$ cat src/rtl/dca_matrix_lsu_inst_arbiter_if.sv
// Requester and LSU instruction-port signals of the matrix LSU instruction arbiter.
// The master side drives requests, LSU accept and LSU finish strobes; the slave side is the arbiter.
interface dca_matrix_lsu_inst_arbiter_if #(
    parameter int NUM_REQ = 2,
    parameter int BW_INST = 64
);
    logic [NUM_REQ-1:0]         req_valid;
    logic [NUM_REQ*BW_INST-1:0] req_inst;
    logic [NUM_REQ-1:0]         req_ready;
    logic [NUM_REQ-1:0]         req_read_done;
    logic [NUM_REQ-1:0]         req_write_done;
    logic                       lsu_inst_wvalid;
    logic [BW_INST-1:0]         lsu_inst_wdata;
    logic                       lsu_inst_wready;
    logic                       lsu_read_finish;
    logic                       lsu_write_finish;

    modport master (
        output req_valid, req_inst, lsu_inst_wready, lsu_read_finish, lsu_write_finish,
        input  req_ready, req_read_done, req_write_done, lsu_inst_wvalid, lsu_inst_wdata
    );

    modport slave (
        input  req_valid, req_inst, lsu_inst_wready, lsu_read_finish, lsu_write_finish,
        output req_ready, req_read_done, req_write_done, lsu_inst_wvalid, lsu_inst_wdata
    );
endinterface

$ cat src/rtl/dca_matrix_lsu_inst_arbiter.sv
// Round-robin arbiter sharing the matrix LSU instruction port; per-type in-order tag FIFOs
// route each LSU read/write finish back to the requester that issued the instruction.
module dca_matrix_lsu_inst_arbiter #(
    parameter int NUM_REQ      = 2,
    parameter int BW_INST      = 64,
    parameter int BW_OPCODE    = 2,
    parameter int OPCODE_READ  = 0,
    parameter int OPCODE_WRITE = 1,
    parameter int TAG_DEPTH    = 4
) (
    input  logic                       clk,
    input  logic                       rstnn,
    input  logic                       clear,
    input  logic                       enable,
    dca_matrix_lsu_inst_arbiter_if.slave bus,
    output logic [$clog2(NUM_REQ)-1:0] grant_id,
    output logic                       busy,
    output logic                       err_unexpected_finish
);
    localparam int GW = $clog2(NUM_REQ);
    localparam int PW = $clog2(TAG_DEPTH);
    localparam int CW = PW + 1;

    localparam logic [0:0] STATE_IDLE  = 1'b0;
    localparam logic [0:0] STATE_ISSUE = 1'b1;

    logic [0:0]         state_reg;
    logic [GW-1:0]      rr_ptr_reg;
    logic [GW-1:0]      grant_id_reg;
    logic [GW-1:0]      rr_ptr_next;
    logic [NUM_REQ-1:0] read_done_reg;
    logic [NUM_REQ-1:0] write_done_reg;
    logic [NUM_REQ-1:0] read_done_next;
    logic [NUM_REQ-1:0] write_done_next;
    logic               err_reg;

    logic [NUM_REQ-1:0] eligible;
    logic               found;
    logic [GW-1:0]      pick;

    // index 0 tracks reads, index 1 tracks writes
    logic [1:0]         fifo_push;
    logic [1:0]         fifo_pop;
    logic [1:0]         fifo_empty;
    logic [1:0]         fifo_full;
    logic [GW-1:0]      fifo_head [2];

    logic               issue;
    logic               accept;
    logic               finish_err;
    logic [BW_INST-1:0] grant_inst;
    logic [BW_OPCODE-1:0] grant_op;
    logic               op_read;
    logic               op_write;

    assign issue      = (state_reg == STATE_ISSUE);
    assign grant_inst = bus.req_inst[grant_id_reg*BW_INST +: BW_INST];
    assign grant_op   = grant_inst[BW_OPCODE-1:0];
    assign op_read    = (grant_op == BW_OPCODE'(OPCODE_READ));
    assign op_write   = (grant_op == BW_OPCODE'(OPCODE_WRITE));
    assign accept     = issue & enable & bus.lsu_inst_wready;

    genvar gi;
    generate
        for (gi = 0; gi < NUM_REQ; gi++) begin : g_elig
            logic [BW_OPCODE-1:0] op;
            assign op = bus.req_inst[gi*BW_INST +: BW_OPCODE];
            assign eligible[gi] = bus.req_valid[gi] &
                ((op == BW_OPCODE'(OPCODE_READ))  ? ~fifo_full[0] :
                 (op == BW_OPCODE'(OPCODE_WRITE)) ? ~fifo_full[1] : 1'b1);
        end
    endgenerate

    always_comb begin
        int cand;
        cand  = 0;
        found = 1'b0;
        pick  = rr_ptr_reg;
        for (int k = 0; k < NUM_REQ; k++) begin
            cand = (int'(rr_ptr_reg) + k) % NUM_REQ;
            if (!found && eligible[cand[GW-1:0]]) begin
                found = 1'b1;
                pick  = cand[GW-1:0];
            end
        end
    end

    assign rr_ptr_next = (grant_id_reg == GW'(NUM_REQ - 1)) ? '0 : grant_id_reg + 1'b1;

    assign fifo_push[0] = accept & op_read;
    assign fifo_push[1] = accept & op_write;
    assign fifo_pop[0]  = enable & bus.lsu_read_finish  & ~fifo_empty[0];
    assign fifo_pop[1]  = enable & bus.lsu_write_finish & ~fifo_empty[1];
    assign finish_err   = enable & ((bus.lsu_read_finish  & fifo_empty[0]) |
                                    (bus.lsu_write_finish & fifo_empty[1]));

    generate
        for (gi = 0; gi < 2; gi++) begin : g_tag_fifo
            logic [GW-1:0] mem [TAG_DEPTH];
            logic [PW-1:0] wr_ptr_reg;
            logic [PW-1:0] rd_ptr_reg;
            logic [CW-1:0] count_reg;

            // a pop at full frees the slot the simultaneous push lands in
            always_ff @(posedge clk or negedge rstnn) begin
                if (!rstnn) begin
                    wr_ptr_reg <= '0;
                    rd_ptr_reg <= '0;
                    count_reg  <= '0;
                end else if (clear) begin
                    wr_ptr_reg <= '0;
                    rd_ptr_reg <= '0;
                    count_reg  <= '0;
                end else begin
                    if (fifo_push[gi]) wr_ptr_reg <= wr_ptr_reg + 1'b1;
                    if (fifo_pop[gi])  rd_ptr_reg <= rd_ptr_reg + 1'b1;
                    count_reg <= count_reg + CW'(fifo_push[gi]) - CW'(fifo_pop[gi]);
                end
            end

            always_ff @(posedge clk) begin
                if (fifo_push[gi]) mem[wr_ptr_reg] <= grant_id_reg;
            end

            assign fifo_empty[gi] = (count_reg == '0);
            assign fifo_full[gi]  = (count_reg == CW'(TAG_DEPTH));
            assign fifo_head[gi]  = mem[rd_ptr_reg];
        end
    endgenerate

    always_comb begin
        read_done_next  = '0;
        write_done_next = '0;
        if (fifo_pop[0]) read_done_next[fifo_head[0]]  = 1'b1;
        if (fifo_pop[1]) write_done_next[fifo_head[1]] = 1'b1;
        // instructions with no LSU completion report done on the write side right away
        if (accept && !op_read && !op_write) write_done_next[grant_id_reg] = 1'b1;
    end

    always_ff @(posedge clk or negedge rstnn) begin
        if (!rstnn) begin
            state_reg      <= STATE_IDLE;
            rr_ptr_reg     <= '0;
            grant_id_reg   <= '0;
            read_done_reg  <= '0;
            write_done_reg <= '0;
            err_reg        <= 1'b0;
        end else if (clear) begin
            state_reg      <= STATE_IDLE;
            rr_ptr_reg     <= '0;
            grant_id_reg   <= '0;
            read_done_reg  <= '0;
            write_done_reg <= '0;
            err_reg        <= 1'b0;
        end else if (enable) begin
            read_done_reg  <= read_done_next;
            write_done_reg <= write_done_next;
            if (finish_err) err_reg <= 1'b1;
            case (state_reg)
                STATE_IDLE: begin
                    if (found) begin
                        grant_id_reg <= pick;
                        state_reg    <= STATE_ISSUE;
                    end
                end
                default: begin
                    if (accept) begin
                        rr_ptr_reg <= rr_ptr_next;
                        state_reg  <= STATE_IDLE;
                    end
                end
            endcase
        end else begin
            read_done_reg  <= '0;
            write_done_reg <= '0;
        end
    end

    always_comb begin
        bus.req_ready = '0;
        if (accept) bus.req_ready[grant_id_reg] = 1'b1;
    end

    assign bus.lsu_inst_wvalid  = issue & enable;
    assign bus.lsu_inst_wdata   = issue ? grant_inst : '0;
    assign bus.req_read_done    = read_done_reg;
    assign bus.req_write_done   = write_done_reg;
    assign grant_id             = grant_id_reg;
    assign busy                 = issue | ~fifo_empty[0] | ~fifo_empty[1];
    assign err_unexpected_finish = err_reg;
endmodule
$ cat src/flat_wrapper.sv
// flat-port wrapper written by rule: the top's interface ports become plain ports
module dca_matrix_lsu_inst_arbiter_flat 
#(
    parameter int NUM_REQ      = 2,
    parameter int BW_INST      = 64,
    parameter int BW_OPCODE    = 2,
    parameter int OPCODE_READ  = 0,
    parameter int OPCODE_WRITE = 1,
    parameter int TAG_DEPTH    = 4
)
  (clk, rstnn, clear, enable, grant_id, busy, err_unexpected_finish, bus_req_valid, bus_req_inst, bus_lsu_inst_wready, bus_lsu_read_finish, bus_lsu_write_finish, bus_req_ready, bus_req_read_done, bus_req_write_done, bus_lsu_inst_wvalid, bus_lsu_inst_wdata);
  dca_matrix_lsu_inst_arbiter_if #(.NUM_REQ(NUM_REQ), .BW_INST(BW_INST)) bus_i ();
  input  logic clk;
  input  logic rstnn;
  input  logic clear;
  input  logic enable;
  output logic [$clog2(NUM_REQ)-1:0] grant_id;
  output logic busy;
  output logic err_unexpected_finish;
  input wire logic [$bits(bus_i.req_valid)-1:0] bus_req_valid;
  input wire logic [$bits(bus_i.req_inst)-1:0] bus_req_inst;
  input wire logic [$bits(bus_i.lsu_inst_wready)-1:0] bus_lsu_inst_wready;
  input wire logic [$bits(bus_i.lsu_read_finish)-1:0] bus_lsu_read_finish;
  input wire logic [$bits(bus_i.lsu_write_finish)-1:0] bus_lsu_write_finish;
  output wire logic [$bits(bus_i.req_ready)-1:0] bus_req_ready;
  output wire logic [$bits(bus_i.req_read_done)-1:0] bus_req_read_done;
  output wire logic [$bits(bus_i.req_write_done)-1:0] bus_req_write_done;
  output wire logic [$bits(bus_i.lsu_inst_wvalid)-1:0] bus_lsu_inst_wvalid;
  output wire logic [$bits(bus_i.lsu_inst_wdata)-1:0] bus_lsu_inst_wdata;
  assign bus_i.req_valid = bus_req_valid;
  assign bus_i.req_inst = bus_req_inst;
  assign bus_i.lsu_inst_wready = bus_lsu_inst_wready;
  assign bus_i.lsu_read_finish = bus_lsu_read_finish;
  assign bus_i.lsu_write_finish = bus_lsu_write_finish;
  assign bus_req_ready = bus_i.req_ready;
  assign bus_req_read_done = bus_i.req_read_done;
  assign bus_req_write_done = bus_i.req_write_done;
  assign bus_lsu_inst_wvalid = bus_i.lsu_inst_wvalid;
  assign bus_lsu_inst_wdata = bus_i.lsu_inst_wdata;
  dca_matrix_lsu_inst_arbiter #(.NUM_REQ(NUM_REQ), .BW_INST(BW_INST), .BW_OPCODE(BW_OPCODE), .OPCODE_READ(OPCODE_READ), .OPCODE_WRITE(OPCODE_WRITE), .TAG_DEPTH(TAG_DEPTH)) u_core (.clk(clk), .rstnn(rstnn), .clear(clear), .enable(enable), .bus(bus_i), .grant_id(grant_id), .busy(busy), .err_unexpected_finish(err_unexpected_finish));
endmodule
$ cat config.mk
export PLATFORM = sky130hd
export DESIGN_NAME = dca_matrix_lsu_inst_arbiter_flat
export DESIGN_NICKNAME = d
export VERILOG_FILES = /design/src/rtl/dca_matrix_lsu_inst_arbiter_if.sv /design/src/rtl/dca_matrix_lsu_inst_arbiter.sv /design/src/flat_wrapper.sv
export SDC_FILE = /design/constraint.sdc
export NUM_CORES = 1
export LEC_CHECK = 0
export ABC_AREA = 1
export BUFFER_PORTS_ARGS = -buffer_cell sky130_fd_sc_hd__buf_4
export CORE_ASPECT_RATIO = 1.5
export CORE_UTILIZATION = 39
export DETAILED_ROUTE_END_ITERATION = 10
export PLACE_DENSITY = 0.81
export SYNTH_ARGS = -nofsm -noshare
export SYNTH_HDL_FRONTEND = slang
export SYNTH_SLANG_ARGS = --single-unit
$ cat constraint.sdc
create_clock -name clk -period 2.6 [get_ports clk]
set_input_delay 0.26 -clock clk [delete_from_list [all_inputs] [get_ports clk]]
set_output_delay 0.26 -clock clk [all_outputs]
set_load 0.05 [all_outputs]
## After elaboration in Yosys (flattened, before gate mapping)

Memory sizes are Yosys's and may differ from the RTL's.
Index checks and enable logic that the tools add are counted.

| word-level totals | value |
|---|---|
| register bits | 22 |
| bits in latches | 0 |
| RAM bits | 8 |
| ROM bits | 0 |
| output and inout port bits | 74 |
| memories kept | 2 |

Memories:

| name | words | bits a word | rd ports | clocked after Yosys merged registers in | write ports | RTL line | source |
|---|---|---|---|---|---|---|---|
| u_core.g_tag_fifo[0].mem | 4 | 1 | 1 | 0 | 1 | dca_matrix_lsu_inst_arbiter.sv:99 | `logic [GW-1:0] mem [TAG_DEPTH];` |
| u_core.g_tag_fifo[1].mem | 4 | 1 | 1 | 0 | 1 | dca_matrix_lsu_inst_arbiter.sv:99 |  |

| operators by class | value |
|---|---|
| add/subtract/negate cells | 10 |
| multiply operators | 0 |
| divide/modulo/power cells | 0 |
| order comparisons | 8 |
| eq/ne operators | 6 |
| shift-type cells | 1 |
| multiplexer cells | 57 |
| bitwise operators | 21 |
| reductions and logical operators | 26 |

Operators with widths:

| operator | count |
|---|---|
| indexed part select 128 x 8 -> 64 bit | 1 |
| 2-to-1 mux 64 bit | 1 |
| 2-to-1 mux 1 bit | 35 |
| 2-to-1 mux 2 bit | 16 |
| nonzero test 2 bit | 9 |
| AND 1 bit | 13 |
| < comparator 1 x 2 -> 1 bit (second input constant) | 5 |
| adder 2 x 1 -> 2 bit (second input constant) | 4 |
| adder 3 x 1 -> 3 bit | 2 |
| == test 2 x 1 -> 1 bit (second input constant) | 3 |
| == test 3 bit (second input constant) | 2 |
| logical AND 1 bit | 6 |
| logical NOT 2 bit | 3 |
| logical NOT 3 bit | 2 |
| 2-to-1 mux 3 bit | 2 |
| AND reduction 3 bit | 2 |
| subtractor 3 x 1 -> 3 bit | 2 |
| inverter 1 bit | 4 |
| demux 1 bit (select 1 bit) | 3 |
| greater-or-equal comparator 1 bit (second input constant) | 3 |
| logical NOT 1 bit | 3 |
| bitwise OR 1 bit | 3 |
| adder 1 bit (second input constant) | 2 |
| != test 2 bit (second input constant) | 1 |
| other kinds (2) | 2 |

## Logic depth before layout (Yosys ltp)

| depth | value |
|---|---|
| depth in word-level cells | 15 |
| mapped depth | 14 |
| mapped depth without buffers | 13 |

## Least setup slack after synthesis

OpenSTA, ideal clock, no wires.

| path | value |
|---|---|
| kind | reg2reg |
| from | reg u_core.grant_id_reg (netlist: u_core.grant_id) |
| to | reg u_core.g_tag_fifo[1].count_reg[2] |
| library setup time | 132 ps |
| arrival | 2289 ps |
| data required time | 2468 ps |
| path slack | 179 ps |
| stages on the path, launching flop included | 15 |
| period minus slack after synthesis | 2421 ps |
| path through | dfrtp_1 -> buf_6 -> inv_4 -> nand2_4 -> nand2_4 -> nor2_8 -> nand2_4 -> inv_1 -> nand2_1 -> nand2_1 -> ha_1 -> inv_1 -> fa_1 -> xor2_1 -> nor2_1 |

| on the way | value |
|---|---|
| longest elaborated chain between the ends | 6 |

Ends and longest elaborated chain:

| what | RTL line | source |
|---|---|---|
| start: declaration | dca_matrix_lsu_inst_arbiter.sv:29 | `logic [GW-1:0] grant_id_reg;` |
| start signal: assignment | dca_matrix_lsu_inst_arbiter.sv:162 | `grant_id_reg <= pick;` |
| indexed part select 128 x 8 -> 64 bit | dca_matrix_lsu_inst_arbiter.sv:57 | `assign grant_inst = bus.req_inst[grant_id_reg*BW_INST +: BW_INST];` |
| == test 2 x 1 -> 1 bit | dca_matrix_lsu_inst_arbiter.sv:60 | `assign op_write = (grant_op == BW_OPCODE'(OPCODE_WRITE));` |
| AND 1 bit | dca_matrix_lsu_inst_arbiter.sv:91 | `assign fifo_push[1] = accept & op_write;` |
| adder 3 x 1 -> 3 bit | dca_matrix_lsu_inst_arbiter.sv:117 | `count_reg <= count_reg + CW'(fifo_push[gi]) - CW'(fifo_pop[gi]);` |
| subtractor 3 x 1 -> 3 bit | dca_matrix_lsu_inst_arbiter.sv:117 |  |
| 2-to-1 mux 3 bit | dca_matrix_lsu_inst_arbiter.sv:110 | `end else if (clear) begin` |
| end signal: assignment | dca_matrix_lsu_inst_arbiter.sv:117 |  |
| end: declaration | dca_matrix_lsu_inst_arbiter.sv:102 | `logic [CW-1:0] count_reg;` |

Every way passes these cells.
A chain may end at the register's enable or synchronous reset.

## Worst setup path in the final report

| path | value |
|---|---|
| from | reg u_core.grant_id_reg (netlist: u_core.grant_id) |
| to | out bus_lsu_inst_wdata[28] |

| on the way | value |
|---|---|
| longest elaborated chain between the ends | 2 |

Ends and longest elaborated chain:

| what | RTL line | source |
|---|---|---|
| indexed part select 128 x 8 -> 64 bit | dca_matrix_lsu_inst_arbiter.sv:57 |  |
| 2-to-1 mux 64 bit | dca_matrix_lsu_inst_arbiter.sv:185 | `assign bus.lsu_inst_wdata = issue ? grant_inst : '0;` |
| end: declaration | flat_wrapper.sv:29 | `output wire logic [$bits(bus_i.lsu_inst_wdata)-1:0] bus_lsu_inst_wdata;` |

Every way passes these cells.

==> impl_metrics.json <==
{
  "synth_top_area_share_pct": 24.5,
  "grt_pass1_vias": 3301,
  "num_vias": 3389,
  "ys_seq_area_share_pct": 31.1,
  "cts-buffers-inserted": 5,
  "avgSynthCellArea_um2": 6.33,
  "leakage_nw": 2.37,
  "yosysTopAreaCell": "nor2_1",
  "holdPathStages": 3,
  "p_total_mw": 2.15,
  "status": "finished, final reports clean",
  "hold_viol": 0,
  "synth_cell_types": 27,
  "fin_skew_ps": 5.80,
  "num_io_pins": 211,
  "synth-seq-cells": 30,
  "cts-root-buf": "clkbuf_8",
  "drive_gt1_share_pct": 38.5,
  "grt_overflow": 0,
  "grt_first_pass_wirelength_mm": 15.2,
  "fin_util_pct": 68.4,
  "rsz0062_at_grt": "no",
  "crit_slowest_cell": "buf_4",
  "antenna_found_initial": 0,
  "viasPerCell": 5.01,
  "grt_max_degree": 66,
  "drv_slew": 0,
  "ctsHoldBuffers": 1,
  "h-tree-depth": 2,
  "die-width_um": 67.9,
  "synth_fp_nets": 550,
  "r2r_cells": 10,
  "max_stage_delay_ps": 520,
  "grt_use_total_pct": 29.7,
  "max_freq_mhz": 456,
  "setup_viol": 0,
  "dieArea_um2": 6850,
  "dr.pass1.iters": 4,
  "wl_per_cell_um": 15.0,
  "tightest_slew_ps": 638,
  "crit_family": "buffers and inverters",
  "postSynthCellCount": 401,
  "maxSlewHeadroom_pct": 57.4,
  "core_um2": 6220,
  "portBuffers": 210,
  "clk_pin_slew_worst_paths_ps": 60,
  "cap_violations": 0,
  "cts_tree": "yes",
  "die_h_um": 101,
  "initial_core_util_pct": 40.8,
  "crit_fanout": 63,
  "crit_chain": "inv_4, buf_4, nor2_1, nor2_1, buf_4",
  "crit_cells": 5,
  "syn_area_um2": 2540,
  "min_period_ps": 2190,
  "ant_nets": 0,
  "largest_reg_flops": 8,
  "hold_path_class": "input pin to register",
  "path_buf_inv": 3,
  "ir_drop_mv": 0.294,
  "synth_area_leaders": "nor2_1, dfrtp_1, o21ai_0",
  "cp.required_ps": 2340,
  "numClockSinks": 30,
  "cts_buffer_depth": 2,
  "clk-insertion-delay-late_ps": 280,
  "area_growth_syn_to_layout_pct": 67.3,
  "drt-total-wl_mm": 10.1,
  "cts-resized-gates": 0,
  "drtIter0Drc": 214,
  "rrSetupSlack_ps": 530,
  "post-cts-setup-buffers": 0,
  "route.detailed.drc": 0,
  "antenna_cells": 0,
  "arrival_ps": 1930,
  "cp-end-kind": "output pin",
  "place_congestion": 0.927,
  "fin_crit_sh_pct": 84.3,
  "start_kind": "register",
  "dp_hpwl_mm": 8.00,
  "nNetsFinal": 750,
  "rows": 35,
  "critical_path_class": "register to output pin",
  "yosysWarnings": 0,
  "power_density_nw_per_um2": 506,
  "tns_ps": 0
}
-- power breakdown --
group / internal [mW] / total [mW] / leakage [nW] / switching (mW)
Sequential: 0.529 / 0.571 / 0.374 / 0.0417
Clock: 0.208 / 0.385 / 0.0463 / 0.177
Combinational: 0.408 / 1.20 / 1.95 / 0.788
Total: 1.15 / 2.15 / 2.37 / 1.01
-- tightest hold or removal path, cell delays in order --
cell	delay (ps)
buf_4	100
a21oi_1	50
nor2_1	80
-- Yosys cell counts, drive strengths merged --
library cell,number
buf,2
o22a,1
edfxtp,8
nand2,30
clkbuf,20
fa,2
nor2,167
xnor2,2
xor2,4
o21ai,71
a211oi,3
inv,38
nand4,1
ha,10
nand3,12
nor3,2
dfrtp,22
a21oi,6
-- per-stage QoR --
| step | hold WS [ps] | setup WS, ps | instance area [um2] | instances |
|---|---|---|---|---|
| after floorplan | -35.6 | 179 | 2540 | 401 |
| after global placement | 166 | 646 | 4150 | 667 |
| after detailed placement | 175 | 547 | 4150 | 667 |
| after CTS | 247 | 402 | 4250 | 676 |
| after global routing | 272 | 291 | 4250 | 676 |
| final | 249 | 408 | 4250 | 676 |
-- worst paths after layout --
path                                                      endpoint                          startpoint
worst max-delay path                        bus_lsu_inst_wdata[28]                     u_core.grant_id
worst min-delay path                  u_core.bus.req_write_done[1]                    bus_req_inst[65]
worst max register to register   u_core.g_tag_fifo[1].count_reg[2]                     u_core.grant_id
worst min register to register  u_core.g_tag_fifo[1].wr_ptr_reg[0]  u_core.g_tag_fifo[1].wr_ptr_reg[0]
max in group asynchronous                          u_core.grant_id                               rstnn
min in group asynchronous       u_core.g_tag_fifo[0].rd_ptr_reg[1]                               rstnn
-- layer usage --
metal / GRT usage [%] / share of wire [%] / vias to the layer above
met5: 0 / 0 / -
met4: 11.5 / 2.4 / 0
met3: 9.84 / 9.9 / 21
met2: 49.4 / 49 / 169
met1: 34.3 / 39 / 1534
li1: - / - / 1665
-- layout by cell type (no fill, tap or decap) --
cell type      instances
a211oi_1               1
a211oi_2               2
a21oi_1                5
a21oi_2                1
buf_4                214
clkbuf_8               6
clkinv_1               2
dfrtp_1               21
dfrtp_2                1
dlygate4sd3_1          1
edfxtp_1               8
fa_1                   2
ha_1                  10
inv_1                 36
inv_2                  1
inv_4                  1
nand2_1               26
nand2_4                4
nand3_1               12
nand4_1                1
nor2_1               166
nor2_8                 1
nor3_1                 2
o21ai_0               69
o21ai_1                1
o21ai_2                1
o22a_1                 1
xnor2_1                2
xor2_1                 4
-- layout make-up --
cell class	instances	area, um2
Multi-Input combinational cell	311	1510
Fill cell	571	1970
Sequential cell	30	792
Inverter	38	145
Timing Repair Buffer	215	1620
Tap cell	74	92.6
Clock inverter	2	7.51
Clock buffer	6	82.6
-- cell families (layout without fill, tap and decap cells) --
group	after synthesis	count (layout)	share of synthesized area [%]
AOI/OAI and AO/OA	81	81	17.1
xor gates and xnor gates	6	6	2.07
adders and majority gates	12	12	6.50
buffers and inverters	60	261	9.26
DFF	30	30	31.1
and+or+nand+nor	212	212	33.9
Power figures use the tool's default switching activity.
